File: config.mk
export PLATFORM = sky130hd
export DESIGN_NAME = fetch_pc_unit
export DESIGN_NICKNAME = d
export VERILOG_FILES = /design/src/rtl/mips_pkg.sv /design/src/rtl/en_reg.sv /design/src/rtl/fetch_pc_unit.sv
export SDC_FILE = /design/constraint.sdc
export NUM_CORES = 1
export LEC_CHECK = 0
export ABC_AREA = 1
export BUFFER_PORTS_ARGS = -buffer_cell sky130_fd_sc_hd__buf_2
export CORE_UTILIZATION = 43
export DETAILED_ROUTE_END_ITERATION = 12
export GPL_ROUTABILITY_DRIVEN = 0
export GPL_TIMING_DRIVEN = 0
export PLACE_DENSITY = 0.77
export SYNTH_ARGS = -nofsm -noshare
export SYNTH_HDL_FRONTEND = slang
export SYNTH_SLANG_ARGS = --single-unit
File: constraint.sdc
create_clock -name clk -period 1.38 [get_ports clk]
set_input_delay 0.069 -clock clk [delete_from_list [all_inputs] [get_ports clk]]
set_output_delay 0.069 -clock clk [all_outputs]
set_load 0.005 [all_outputs]
File: src/rtl/mips_pkg.sv
// rtl/mips_pkg.sv - shared types and constants for the multi-cycle MIPS front end
package mips_pkg;

   // Next-PC source select driven by the control unit
   typedef enum logic [1:0] {
      PCSRC_ALU    = 2'b00,
      PCSRC_ALUOUT = 2'b01,
      PCSRC_JUMP   = 2'b10,
      PCSRC_RSVD   = 2'b11
   } pc_src_t;

   localparam logic [5:0]  OP_J             = 6'h02;
   localparam logic [5:0]  OP_BEQ           = 6'h04;
   localparam logic [31:0] RESET_PC_DEFAULT = 32'h0040_0000;

endpackage

File: src/rtl/en_reg.sv
// rtl/en_reg.sv - enable flop with synchronous active-high reset
module en_reg #(
   parameter int             WIDTH   = 32,
   parameter logic [WIDTH-1:0] RST_VAL = '0
) (
   input  logic             clk,
   input  logic             rst,
   input  logic             en,
   input  logic [WIDTH-1:0] d,
   output logic [WIDTH-1:0] q
);

   // Reset wins over load; otherwise load only when enabled
   always_ff @(posedge clk) begin
      if (rst)
         q <= RST_VAL;
      else if (en)
         q <= d;
   end

endmodule

File: src/rtl/fetch_pc_unit.sv
// rtl/fetch_pc_unit.sv - PC/IR/MDR front end; optional MISALIGN_TRAP_EN blocks misaligned PC loads
module fetch_pc_unit
   import mips_pkg::*;
#(
   parameter int              BIT_WIDTH = 32,
   parameter logic [BIT_WIDTH-1:0] RESET_PC = RESET_PC_DEFAULT,
   parameter int              CNT_WIDTH = 32
) (
   input  logic                 clk,
   input  logic                 rst,
   input  logic                 PCWrite,
   input  logic                 Branch,
   input  logic                 Zero,
   input  logic [1:0]           PCSrc,
   input  logic                 IorD,
   input  logic                 IRWrite,
   input  logic [BIT_WIDTH-1:0] ALUResult,
   input  logic [BIT_WIDTH-1:0] ALUOut,
   input  logic [BIT_WIDTH-1:0] MemRdData,
   output logic [BIT_WIDTH-1:0] PC,
   output logic [BIT_WIDTH-1:0] MemAddr,
   output logic [BIT_WIDTH-1:0] Instr,
   output logic [5:0]           Op,
   output logic [5:0]           Funct,
   output logic [BIT_WIDTH-1:0] MemData,
   output logic [CNT_WIDTH-1:0] InstrCount,
   output logic                 pc_misalign
);

   logic                 pc_en;
   logic                 pc_load;
   logic                 next_valid;
   logic [BIT_WIDTH-1:0] next_pc;

   assign pc_en   = PCWrite | (Branch & Zero);
   assign MemAddr = IorD ? ALUOut : PC;
   assign Op      = Instr[31:26];
   assign Funct   = Instr[5:0];

   // Next-PC mux; the reserved encoding never loads so PC holds even with pc_en
   always_comb begin
      next_pc    = PC;
      next_valid = 1'b1;
      case (pc_src_t'(PCSrc))
         PCSRC_ALU:    next_pc = ALUResult;
         PCSRC_ALUOUT: next_pc = ALUOut;
         PCSRC_JUMP:   next_pc = {PC[BIT_WIDTH-1:28], Instr[25:0], 2'b00};
         default:      next_valid = 1'b0;
      endcase
   end

`ifdef MISALIGN_TRAP_EN
   logic misalign_hit;

   assign misalign_hit = pc_en & next_valid & (next_pc[1:0] != 2'b00);
   assign pc_load      = pc_en & next_valid & ~misalign_hit;

   // Sticky trap flag: set by any blocked misaligned load, cleared only by reset
   always_ff @(posedge clk) begin
      if (rst)
         pc_misalign <= 1'b0;
      else if (misalign_hit)
         pc_misalign <= 1'b1;
   end
`else
   assign pc_load     = pc_en & next_valid;
   assign pc_misalign = 1'b0;
`endif

   en_reg #(.WIDTH(BIT_WIDTH), .RST_VAL(RESET_PC)) u_pc (
      .clk (clk),
      .rst (rst),
      .en  (pc_load),
      .d   (next_pc),
      .q   (PC)
   );

   en_reg #(.WIDTH(BIT_WIDTH), .RST_VAL('0)) u_ir (
      .clk (clk),
      .rst (rst),
      .en  (IRWrite),
      .d   (MemRdData),
      .q   (Instr)
   );

   // MDR captures every non-fetch cycle so data reads are available one edge later
   en_reg #(.WIDTH(BIT_WIDTH), .RST_VAL('0)) u_mdr (
      .clk (clk),
      .rst (rst),
      .en  (~IRWrite),
      .d   (MemRdData),
      .q   (MemData)
   );

   // Fetch counter, free-running wrap on overflow
   always_ff @(posedge clk) begin
      if (rst)
         InstrCount <= '0;
      else if (IRWrite)
         InstrCount <= InstrCount + CNT_WIDTH'(1);
   end

endmodule

==> reports/metrics.yaml <==
power_and_ir_drop:
  power_leakage_nw: 4.35
  cellPowerDensity_nw_per_um2: 1120
  ir_worst_vdd_mv: 0.716
critical_path:
  critPathArrivalTime_ns: 1.69
  path_cells: "ha_4 > nand3_4 > nor2_4 > nand2_2 > nor2_4 > nand3_2 > nand2_1 > nor2_1"
  worstSetupStartpointType: "register"
  cp_max_fo: 6
  crit_slowest_cell: "dfxtp_4"
  max_stage_delay_ns: 0.39
  rrSetupSlack_ns: 0.006
  r2r_start: "InstrCount[0]$_SDFFE_PP0P_"
  cp-end-kind: "register"
  reg2reg_depth: 8
  crit_required_ns: 1.69
  crit_type: "register to register"
  r2r_end: "InstrCount[26]$_SDFFE_PP0P_"
  cpMostUsedCell: "nor2_4"
finish:
  insertedDiodeCount: 0
  final_cell_mix: "290 x buf_2, 158 x nor2_1, 129 x nand2_1, 109 x o21ai_0, 107 x dfxtp_1"
  layout.nets: 1359
  fill_cells: 1212
  syn2layout_area_growth_pct: 51.2
  instances_no_fill: 1441
  finish.instance_area_sq_um: 9160
  utilization_pct: 66.2
  layout-drive-gt1-share_pct: 32.4
  layout_commonest_cell: "buf_2"
routing:
  vias: 7558
  wirelength_mm: 23.4
  first_pass_iters: 6
  viasPerCell: 5.24
  drt_iter0_drc: 625
  drc: 0
  ant_nets: 0
  wl_per_cell_microns: 16.3
clocking:
  cts_tree: "yes"
  htreeDepth: 4
  path_clk_slew_ns: 0.06
  cts_buffers: 17
  cts.sinks: 128
  clock-root-buffer: "clkbuf_16"
  clk_latency_ns: 0.42
  clockBufferDepth: 2
floorplanning:
  placeableCoreArea_sq_um: 13800
  dieArea_sq_um: 14600
  start_util_pct: 43.8
  io_pins: 278
  fp.dieH_microns: 121
  num_rows: 43
  die_w_microns: 121
timing:
  hold_violations: 0
  worstMarginPinSlew_ns: 0.585
  setup_viol_count_final: 0
  timing.slew.headroom_pct: 61.0
  fin_crit_sh_pct: 99.6
  timing.final.ws_setup_ns: 0.00604
  fin_skew_ns: 0.00671
  rsz0062_at_grt: "yes"
  finalMaxSlewViolations: 0
  period_minus_slack_ns: 1.37
  max_clock_freq_mhz: 728
logic_synthesis:
  syn_nets: 998
  ys_warn_count: 0
  synth_top_area_share_pct: 42.3
  synth_area_leaders: "dfxtp_1 42%, nor2_1 10%, o21ai_0 9.0%"
  synth.avg_cell_area_sq_um: 6.82
  synth_cell_types: 31
  syn_area_sq_um: 6060
  synth_top_area_cell: "dfxtp_1"
  yosys_register_bits: 128
  seq_area_frac_synth_pct: 42.3
  netlist_instances: 888
status:
  status: "completed"
grt:
  grt_antenna_before_repair: 0
  grt_first_pass_wirelength_mm: 34.9
  grt.total_usage_pct: 31.0
  gr-total-overflow: 0
  grt_pass1_vias: 6819
  grt_max_degree: 17
placement:
  post-dp-hpwl_mm: 16.8
  dpl.cell_count: 1343
  place_ws_ns: -0.293
  portBuffers: 275
  dpl-instance-area_sq_um: 7660
min_path:
  worstHoldStart: "ALUOut[9]"
  min_path_cells: 5
  holdPathEnd: "u_pc.q[9]$_SDFFE_PP0P_"
  hold_class: "input pin to register"
run:
  drv_cap: 0
logic make-up (layout without fill, tap and decap cells):
logic type,Yosys count,count (layout),share of synthesized area [%]
muxes,2,2,0.372
and+or+nand+nor,368,368,25.1
xor gates and xnor gates,4,4,0.578
other,1,1,0.0619
buffers and inverters,151,524,10.6
AOI/OAI and AO/OA,229,229,20.0
DFF,128,128,42.3
adders and majority gates,5,5,1.03
cell type report:
class	count	area [sq um]	share of cell area [%]
Timing Repair Buffer	342	2040	22.3
Buffer	66	327	3.57
Multi-Input combinational cell	609	3050	33.3
Tap cell	180	225	2.46
Sequential cell	128	2610	28.5
Clock buffer	26	519	5.67
Clock inverter	5	75.1	0.820
Inverter	85	319	3.48
how the worst max path moves through the flow:
stage	from	end	cells after the start
detailed placement	InstrCount[0]$_SDFFE_PP0P_	InstrCount[26]$_SDFFE_PP0P_	8
CTS	InstrCount[0]$_SDFFE_PP0P_	InstrCount[28]$_SDFFE_PP0P_	9
floorplan	InstrCount[0]$_SDFFE_PP0P_	InstrCount[26]$_SDFFE_PP0P_	8
finish	InstrCount[0]$_SDFFE_PP0P_	InstrCount[26]$_SDFFE_PP0P_	8
global route	InstrCount[0]$_SDFFE_PP0P_	InstrCount[26]$_SDFFE_PP0P_	8
global placement	InstrCount[0]$_SDFFE_PP0P_	InstrCount[30]$_SDFFE_PP0P_	8
sequential cells by signal, indices dropped and copies added (netlist names):
signal / flops
u_mdr.q: 32
u_ir.q: 32
u_pc.q: 32
InstrCount: 32
synthesized netlist by cell type, drive strengths merged:
cell type / number
inv: 85
ha: 5
a221oi: 1
a21oi: 69
nand3: 31
xnor2: 2
nand4: 7
and2: 1
xor2: 2
dfxtp: 128
conb: 1
nor2: 182
clkbuf: 34
nand2: 139
o22ai: 21
nor3b: 2
o21ai: 110
nor3: 6
a31oi: 27
a211oi: 1
buf: 32
mux2: 2
power by group:
group	switching, mW	internal (mW)	leakage [nW]	total [mW]
clock network	1.61	2.93	0.296	4.54
registers	0.172	3.91	1.07	4.08
logic	0.894	0.737	2.98	1.63
repair_timing:
action                                  in CTS  in global routing
endpoints found under the hold margin       84                  0
setup buffers                                0                  3
gates resized for setup                     24                 59
endpoints found under the setup margin      20                 36
hold buffers                                64                  0
pin swaps                                    2                 11
layer usage:
| layer | GRT usage, % | part of all wire, % | vias to the layer above |
|---|---|---|---|
| met2 | 53.5 | 49 | 424 |
| met3 | 6.37 | 7.3 | 65 |
| li1 | - | - | 3606 |
| met4 | 12.1 | 3.0 | 0 |
| met5 | 0 | 0 | - |
| met1 | 37.7 | 41 | 3463 |
worst max-delay path: cells and delay by family (launching register included):
family / cells / cell delay [ns]
adder cells (fa/ha/maj): 1 / 0.17
AND/OR/NAND/NOR: 7 / 0.70
flip-flops: 1 / 0.39
metrics by stage:
stage                     hold WS [ns]  setup TNS, ns  power, mW
after floorplan                  0.147              0       4.84
after global placement           0.308          -8.04       5.58
after detailed placement         0.313          -9.16       5.60
after CTS                       0.0367              0       10.2
after global routing            0.0656         -0.418       10.6
final                           0.0511              0       10.3
(Power assumes the default switching activity.)
